--- config.mk ---
export PLATFORM = sky130hd
export DESIGN_NAME = core_ex_seq
export DESIGN_NICKNAME = d
export VERILOG_FILES = /design/src/rtl/i2d_core_defines.sv /design/src/rtl/core_ex_cnt.sv /design/src/rtl/core_ex_seq.sv
export SDC_FILE = /design/constraint.sdc
export NUM_CORES = 1
export LEC_CHECK = 0
export CORE_AREA = 2 2 60 56
export DETAILED_ROUTE_END_ITERATION = 10
export DIE_AREA = 0 0 62 58
export PLACE_DENSITY = 0.6
export SYNTH_ARGS = -nofsm -noshare
export SYNTH_HDL_FRONTEND = slang
export SYNTH_HIERARCHICAL = 1
export SYNTH_SLANG_ARGS = --single-unit
--- constraint.sdc ---
create_clock -name i_clk -period 3.4 [get_ports i_clk]
set_clock_uncertainty 0.05 [all_clocks]
set_input_delay 1.02 -clock i_clk [delete_from_list [all_inputs] [get_ports i_clk]]
set_output_delay 1.02 -clock i_clk [all_outputs]
set_load 0.03 [all_outputs]
--- src/rtl/i2d_core_defines.sv ---
// Shared i2d core definitions: opcode encoding, EX sequencer states and
// opcode classification helpers used by both decode and execute.
package i2d_core_defines;

    typedef enum logic [3:0] {
        OpAdd = 4'd0,
        OpSub = 4'd1,
        OpAnd = 4'd2,
        OpOr  = 4'd3,
        OpXor = 4'd4,
        OpSll = 4'd5,
        OpSrl = 4'd6,
        OpMul = 4'd7,
        OpDiv = 4'd8,
        OpLd  = 4'd9,
        OpSt  = 4'd10,
        OpBeq = 4'd11,
        OpJal = 4'd12,
        OpNop = 4'd13
    } opcode_t;

    typedef enum logic [1:0] {
        StIdle = 2'd0,
        StExec = 2'd1,
        StMem  = 2'd2
    } ex_seq_state_t;

    function automatic logic is_muldiv(opcode_t op);
        return (op == OpMul) || (op == OpDiv);
    endfunction

    function automatic logic is_mem(opcode_t op);
        return (op == OpLd) || (op == OpSt);
    endfunction

    function automatic int unsigned max_u(int unsigned a, int unsigned b);
        return (a > b) ? a : b;
    endfunction

endpackage

--- src/rtl/core_ex_cnt.sv ---
// Loadable down-counter shared by the EX sequencer for ALU cycle counts and
// memory timeouts. Load has priority over decrement; decrement saturates at 0.
module core_ex_cnt #(
    parameter int unsigned WIDTH = 8
) (
    input  logic             i_clk,
    input  logic             i_rst,
    input  logic             i_load,
    input  logic [WIDTH-1:0] i_load_val,
    input  logic             i_dec,
    output logic             o_zero
);

    logic [WIDTH-1:0] r_cnt;

    always_ff @(posedge i_clk or posedge i_rst) begin
        if (i_rst) begin
            r_cnt <= '0;
        end else if (i_load) begin
            r_cnt <= i_load_val;
        end else if (i_dec && (r_cnt != '0)) begin
            r_cnt <= r_cnt - 1'b1;
        end
    end

    assign o_zero = (r_cnt == '0);

endmodule

--- src/rtl/core_ex_seq.sv ---
// Execute-stage sequencer: holds EX for multi-cycle MUL/DIV and memory
// accesses, and qualifies write-back so it commits once, never when aborted.
module core_ex_seq
    import i2d_core_defines::*;
#(
    parameter int unsigned MUL_CYCLES  = 3,
    parameter int unsigned DIV_CYCLES  = 16,
    parameter int unsigned MEM_TIMEOUT = 255
) (
    input  logic    i_clk,
    input  logic    i_rst,
    input  opcode_t i_ex_opcode,
    input  logic    i_ex_new,
    input  logic    i_flush,
    output logic    o_alu_start,
    output logic    o_mau_req,
    output logic    o_mau_we,
    input  logic    i_mau_ack,
    output logic    o_ex_halt,
    output logic    o_wb_en,
    output logic    o_bus_err
);

    localparam int unsigned CntMax = max_u(max_u(DIV_CYCLES, MEM_TIMEOUT), MUL_CYCLES);
    localparam int unsigned CntW   = $clog2(CntMax + 1);

    // Cycle 0 is spent in IDLE, so the EXEC count starts at N-2.
    localparam logic [CntW-1:0] MulLoad = CntW'((MUL_CYCLES >= 2) ? MUL_CYCLES - 2 : 0);
    localparam logic [CntW-1:0] DivLoad = CntW'((DIV_CYCLES >= 2) ? DIV_CYCLES - 2 : 0);
    localparam logic [CntW-1:0] MemLoad = CntW'((MEM_TIMEOUT >= 1) ? MEM_TIMEOUT - 1 : 0);

    ex_seq_state_t   r_state, w_state_nxt;
    logic            r_flush_pend, w_flush_pend_nxt;
    logic            r_st, w_st_nxt;

    logic            w_cnt_load;
    logic [CntW-1:0] w_cnt_load_val;
    logic            w_cnt_dec;
    logic            w_cnt_zero;

    logic            w_alu_start;
    logic            w_mau_req;
    logic            w_mau_we;
    logic            w_ex_halt;
    logic            w_wb_en;
    logic            w_bus_err;
    logic            w_is_mul;
    logic            w_one_cycle;
    logic            w_pend;

    core_ex_cnt #(
        .WIDTH (CntW)
    ) u_cnt (
        .i_clk      (i_clk),
        .i_rst      (i_rst),
        .i_load     (w_cnt_load),
        .i_load_val (w_cnt_load_val),
        .i_dec      (w_cnt_dec),
        .o_zero     (w_cnt_zero)
    );

    assign w_is_mul    = (i_ex_opcode == OpMul);
    assign w_one_cycle = w_is_mul ? (MUL_CYCLES <= 1) : (DIV_CYCLES <= 1);
    assign w_pend      = r_flush_pend | i_flush;

    always_comb begin
        w_state_nxt      = r_state;
        w_flush_pend_nxt = r_flush_pend;
        w_st_nxt         = r_st;
        w_cnt_load       = 1'b0;
        w_cnt_load_val   = '0;
        w_cnt_dec        = 1'b0;
        w_alu_start      = 1'b0;
        w_mau_req        = 1'b0;
        w_mau_we         = 1'b0;
        w_ex_halt        = 1'b0;
        w_wb_en          = 1'b0;
        w_bus_err        = 1'b0;

        case (r_state)
            StIdle: begin
                w_flush_pend_nxt = 1'b0;
                if (i_ex_new) begin
                    if (is_mem(i_ex_opcode)) begin
                        // A memory request is never torn; a flush only marks it.
                        w_mau_req = 1'b1;
                        w_mau_we  = (i_ex_opcode == OpSt);
                        if (i_mau_ack) begin
                            w_wb_en = (i_ex_opcode == OpLd) && !i_flush;
                        end else begin
                            w_ex_halt        = 1'b1;
                            w_cnt_load       = 1'b1;
                            w_cnt_load_val   = MemLoad;
                            w_st_nxt         = (i_ex_opcode == OpSt);
                            w_flush_pend_nxt = i_flush;
                            w_state_nxt      = StMem;
                        end
                    end else if (i_flush) begin
                        w_state_nxt = StIdle;
                    end else if (is_muldiv(i_ex_opcode)) begin
                        w_alu_start = 1'b1;
                        if (w_one_cycle) begin
                            w_wb_en = 1'b1;
                        end else begin
                            w_ex_halt      = 1'b1;
                            w_cnt_load     = 1'b1;
                            w_cnt_load_val = w_is_mul ? MulLoad : DivLoad;
                            w_state_nxt    = StExec;
                        end
                    end else begin
                        w_wb_en = 1'b1;
                    end
                end
            end

            StExec: begin
                if (i_flush) begin
                    w_state_nxt = StIdle;
                end else if (!w_cnt_zero) begin
                    w_ex_halt = 1'b1;
                    w_cnt_dec = 1'b1;
                end else begin
                    w_wb_en     = 1'b1;
                    w_state_nxt = StIdle;
                end
            end

            StMem: begin
                w_mau_req = 1'b1;
                w_mau_we  = r_st;
                if (i_mau_ack) begin
                    w_wb_en          = !r_st && !w_pend;
                    w_flush_pend_nxt = 1'b0;
                    w_state_nxt      = StIdle;
                end else if (w_cnt_zero) begin
                    w_bus_err        = 1'b1;
                    w_flush_pend_nxt = 1'b0;
                    w_state_nxt      = StIdle;
                end else begin
                    w_ex_halt        = 1'b1;
                    w_cnt_dec        = 1'b1;
                    w_flush_pend_nxt = w_pend;
                end
            end

            default: begin
                w_state_nxt      = StIdle;
                w_flush_pend_nxt = 1'b0;
            end
        endcase
    end

    always_ff @(posedge i_clk or posedge i_rst) begin
        if (i_rst) begin
            r_state      <= StIdle;
            r_flush_pend <= 1'b0;
            r_st         <= 1'b0;
        end else begin
            r_state      <= w_state_nxt;
            r_flush_pend <= w_flush_pend_nxt;
            r_st         <= w_st_nxt;
        end
    end

    // Mealy outputs would otherwise follow ex_new while reset is held.
    assign o_alu_start = w_alu_start & ~i_rst;
    assign o_mau_req   = w_mau_req & ~i_rst;
    assign o_mau_we    = w_mau_we & ~i_rst;
    assign o_ex_halt   = w_ex_halt & ~i_rst;
    assign o_wb_en     = w_wb_en & ~i_rst;
    assign o_bus_err   = w_bus_err & ~i_rst;

endmodule

* Word-level counts from Yosys, hierarchy flattened
Cells that the tools add are included.
** Cells by class
- Equal/unequal tests :: 9
- Bitwise gates (word level) :: 9
- Reductions and logical operators :: 14
- Add/subtract/negate cells :: 1
- Mux-type cells :: 55
** Operators by type and width (number)
- $mux 8 :: 6
- $mux 1 :: 31
- $mux 2 :: 8
- $eq 4x4->1 const B :: 3
- $mux 4 :: 3
- $pmux 1 s3 :: 3
- $logic_not 8->1 :: 1
- $reduce_bool 8->1 :: 1
- $sub 8x1->8 const B :: 1
- $and 1x1->1 :: 6
- $pmux 1 s2 :: 3
- $pmux 2 s3 :: 1
- $eq 4x3->1 const B :: 1
- $ne 4x4->1 const B :: 1
- $reduce_and 4->1 :: 1
- $logic_and 1x1->1 :: 3
- $logic_not 1->1 :: 3
- $ne 3x3->1 const B :: 1
- $reduce_and 3->1 :: 1
- $eq 2x1->1 const B :: 1
- $eq 2x2->1 const B :: 1
- $logic_not 2->1 :: 1
- $logic_or 1x1->1 :: 2
- $ne 2x2->1 const B :: 1
- 3 further kinds :: 4
** Word-level totals
- Register bits after elaboration :: 12
- Input bits :: 9

* Logic depth before layout (Yosys ltp)
- Depth in word-level cells :: 8
- Gate-level depth with buffers :: 9
- Gate-level depth less buffers :: 9

* Hierarchy
The synthesis kept the hierarchy.
** By module, submodules not included
- core_ex_seq :: cells an instance 77, area each 603.1 um2, times used 1, seq. area each 100.1 um2
- core_ex_cnt :: cells an instance 64, area each 549.3 um2, times used 1, seq. area each 200.2 um2

* Least setup slack after synthesis
OpenSTA, ideal clock, no wires.
- Path type :: input-to-output
- Start :: input i_ex_opcode[1]
- End :: output o_wb_en
- Data arrival time :: 2.530 ns
- Buffers on the path :: 1
- Stages on the path :: 5
- Data required time :: 2.330 ns
- Setup slack :: -0.200 ns
- Cell sequence :: buf_6 > and4b_4 > a211oi_1 > a211oi_1 > nor4_1
** Between the ends
- Word-level cells in the longest chain between the ends :: 8
- Elaborated cells on any way between the ends :: 14
** RTL lines
- start, declared :: line core_ex_seq.sv:12 : input opcode_t i_ex_opcode,
- $eq 4x3->1 or $eq 4x4->1 (tied branches) :: line i2d_core_defines.sv:29 : return (op == OpMul) || (op == OpDiv);
- $logic_or 1x1->1 :: line i2d_core_defines.sv:29
- $mux 1 :: line core_ex_seq.sv:100 : end else if (is_muldiv(i_ex_opcode)) begin
- $mux 1 :: line core_ex_seq.sv:98 : end else if (i_flush) begin
- $mux 1 * :: line core_ex_seq.sv:84 : if (is_mem(i_ex_opcode)) begin
- $mux 1 * :: line core_ex_seq.sv:83 : if (i_ex_new) begin
- $pmux 1 s3 * :: line core_ex_seq.sv:80 : case (r_state)
- $and 1x1->1 * :: line core_ex_seq.sv:170 : assign o_wb_en = w_wb_en & ~i_rst;
- end, declared :: line core_ex_seq.sv:20 : output logic o_wb_en,
Every way passes the cells marked *; elsewhere a longest branch is shown, timed or not.

* Worst setup path in the final report
- Start :: input i_ex_opcode[2]
- End :: output o_ex_halt
** Between the ends
- Word-level cells in the longest chain between the ends :: 8
- Elaborated cells on any way between the ends :: 12
** RTL lines
- $eq 4x3->1 or $eq 4x4->1 (tied branches) :: line i2d_core_defines.sv:29
- $logic_or 1x1->1 :: line i2d_core_defines.sv:29
- $mux 1 :: line core_ex_seq.sv:100
- $mux 1 :: line core_ex_seq.sv:98
- $mux 1 * :: line core_ex_seq.sv:84
- $mux 1 * :: line core_ex_seq.sv:83
- $pmux 1 s3 * :: line core_ex_seq.sv:80
- $and 1x1->1 * :: line core_ex_seq.sv:169 : assign o_ex_halt = w_ex_halt & ~i_rst;
- end, declared :: line core_ex_seq.sv:19 : output logic o_ex_halt,
Marked as above.

==> results.yml <==
synthesis:
  syn_area_per_cell_um2: 8.17
  synth-edff-count: 0
  synth_cell_types: 49
  ys_ff_latch: 12
  synth-seq-area-share: 0.261
  ys_warn_count: 6
  async_flop_share: 1.00
  syn_nets: 156
  synthCells: 141
  synthesis.area_mm2: 0.00115
  synth_ff_type: "dfrtp_1"
clocking:
  cts.htree.levels: 1
  clk_latency_ns: 0.28
  cts_made_buffers: 3
  clockRootBuffer: "clkbuf_4"
  cts_tree: "done"
  cts_sinks: 12
  ctsLongestPathBuffers: 2
  clkTransAtPathRegs_ns: 0.09
sta:
  tns_ns: 0
  max_clock_freq_mhz: 301
  setup-violations-final: 0
  finalCritPeriodShare: 0.976
  max-slew-margin-rel: 0.425
  slew_violations: 0
  worst_pin_slew_ns: 0.855
  finalHoldViolCount: 0
  min_period_ns: 3.32
  rsz0062_at_grt: "false"
detailed_routing:
  detail_route.wl_per_cell_um: 14.8
  met1_length_mm: 1.58
  drtIter0Drc: 106
  wl_met2_mm: 1.44
  highest-signal-layer: "met3"
  via_count: 1199
  first_pass_iters: 4
  final_antenna_net_count: 0
  wl_met3_um: 201
  wl_mm: 3.22
  vias_per_cell: 5.50
  drc: 0
place:
  portBuffers: 14
  place_inst: 212
  hpwl_mm: 2.57
  gp_congestion: 0.910
worst_setup_path:
  arrival_ns: 2.25
  crit_path_cell_trace: "dlygate4sd2_1 -> nand2b_4 -> nor3_4 -> nor2_2 -> a2111oi_4 -> buf_4"
  critPathRequiredTime_ns: 2.33
  cp_max_fo: 4
  cp_slowest_cell: "a2111oi_4"
  reg2reg_slack_ns: 0.51
  crit_type: "in -> out"
  crit_path_start_kind: "primary input"
  slowest_delay_ns: 0.28
  worst_setup_path_end_kind: "primary output"
global_routing:
  first_global_vias: 1195
  globalRouteOverflowTotal: 0
  antenna_found_initial: 0
  grt_pass1_wl_mm: 5.65
  grt_usage: 0.208
  grt_max_degree: 11
power:
  ir_worst_vdd_mv: 0.292
  comb_power_share: 0.557
  p_switching_w: 0.000379
  clockPowerShare: 0.140
  power.total_w: 0.000845
  power_frac_seq: 0.303
  powerDensity_mw_per_mm2: 546
  p_int_w: 0.000465
  leakagePower_nw: 0.652
  switching_share: 0.449
finish:
  multiInputGateArea_um2: 835
  areaGrowthSynthToFinish_pct: 34.2
  layout.cells.non_filler: 218
  drive_above_1_share: 0.307
  regArea_um2: 300
  mostFrequentLayoutCells: "buf_4, nor2_1, dfrtp_1"
  n_antenna_cell: 0
  layout_commonest_cell: "buf_4"
  nNetsFinal: 192
  fillCellCount: 286
floorplanning:
  die-area_mm2: 0.00360
  pin_count: 15
  core_area_mm2: 0.00297
  initial_core_util: 0.388
  std_cell_rows: 19
  die_y_um: 58
  fp.dieW_um: 62
worst_hold_path:
  hold_class: "reg -> reg"
status:
  status: "completed"
job:
  cap_violations: 0
## layer usage
| layer | up-vias | global-route usage |
|---|---|---|
| li1 | 593 | - |
| met2 | 40 | 0.310 |
| met4 | 0 | 0.00912 |
| met1 | 566 | 0.322 |
| met3 | 0 | 0.0469 |
| met5 | - | 0 |
## area by class of cell
class | count | area share
timing repair buffer | 37 | 0.182
multi-input combinational | 112 | 0.540
sequential | 12 | 0.194
inverter | 11 | 0.0267
tap | 42 | 0.0340
clock buffer | 4 | 0.0235
## synth_stat cells, types with 3 or more instances
cell | number | area share
nor2_1 | 21 | 0.068
dfrtp_1 | 12 | 0.26
inv_1 | 11 | 0.036
nand2_1 | 11 | 0.036
o21ai_0 | 8 | 0.035
ha_1 | 6 | 0.065
a211oi_1 | 5 | 0.033
nor3_1 | 5 | 0.022
a31oi_1 | 4 | 0.022
nand2b_1 | 3 | 0.016
nor2b_1 | 3 | 0.016
o211ai_1 | 3 | 0.020
or4_1 | 3 | 0.020
## power by group through the flow
stage | combinational (W) | sequential [W] | clock (W)
after floorplan | 0.000306 | 0.000240 | 0
final | 0.000470 | 0.000256 | 0.000118
after global placement | 0.000420 | 0.000254 | 0
after detailed placement | 0.000428 | 0.000255 | 0
after CTS | 0.000456 | 0.000253 | 0.000122
after global routing | 0.000523 | 0.000262 | 0.000132
## path summary, 6_finish.rpt
kind	to	startpoint	cells past startpoint
max reg2reg	u_cnt/r_cnt[5]	u_cnt/r_cnt[0]	11
max	o_ex_halt	i_ex_opcode[2]	6
min reg2reg	r_flush_pend	r_flush_pend	2
max in group asynchronous	u_cnt/r_cnt[2]	i_rst	3
min in group asynchronous	r_st	i_rst	3
min	r_flush_pend	r_flush_pend	2
## timing repair
action	4_1_cts	5_1_grt
gates resized for setup	20	10
setup endpoints to repair	5	3
hold buffers	0	0
pin swaps	4	1
buffers inserted	2	0
## kinds of logic after synthesis
logic type | after synthesis | synth area share
AO/OA/AOI/OAI | 41 | 0.267
buffers and inverters | 17 | 0.0793
adder cells (fa/ha/maj) | 6 | 0.0651
flip-flops | 12 | 0.261
XOR/XNOR | 1 | 0.0239
AND/OR/NAND/NOR | 64 | 0.304
## worst max-delay path: cells and delay by family
kind                   cells  cell delay [ns]
AO/OA/AOI/OAI              1             0.28
buffers and inverters      2             0.48
AND/OR/NAND/NOR            3             0.48
## sequential cells by signal, indices dropped and copies added, names as in the netlist
signal        flops
u_cnt/r_cnt       8
r_state           2
r_flush_pend      1
r_st              1
## stage by stage
stage / hold WS (ns) / setup slack (ns) / util / instance area, um^2
after detailed placement: 0.454 / -0.297 / 0.490 / 1460
final: 0.476 / 0.0802 / 0.520 / 1550
after CTS: 0.482 / -0.00502 / 0.520 / 1550
after global placement: 0.454 / -0.259 / 0.490 / 1460
after global routing: 0.552 / 0.0127 / 0.520 / 1550
after floorplan: 0.418 / 0.138 / - / 1170
Note: power is estimated with default switching activity, not from simulation.
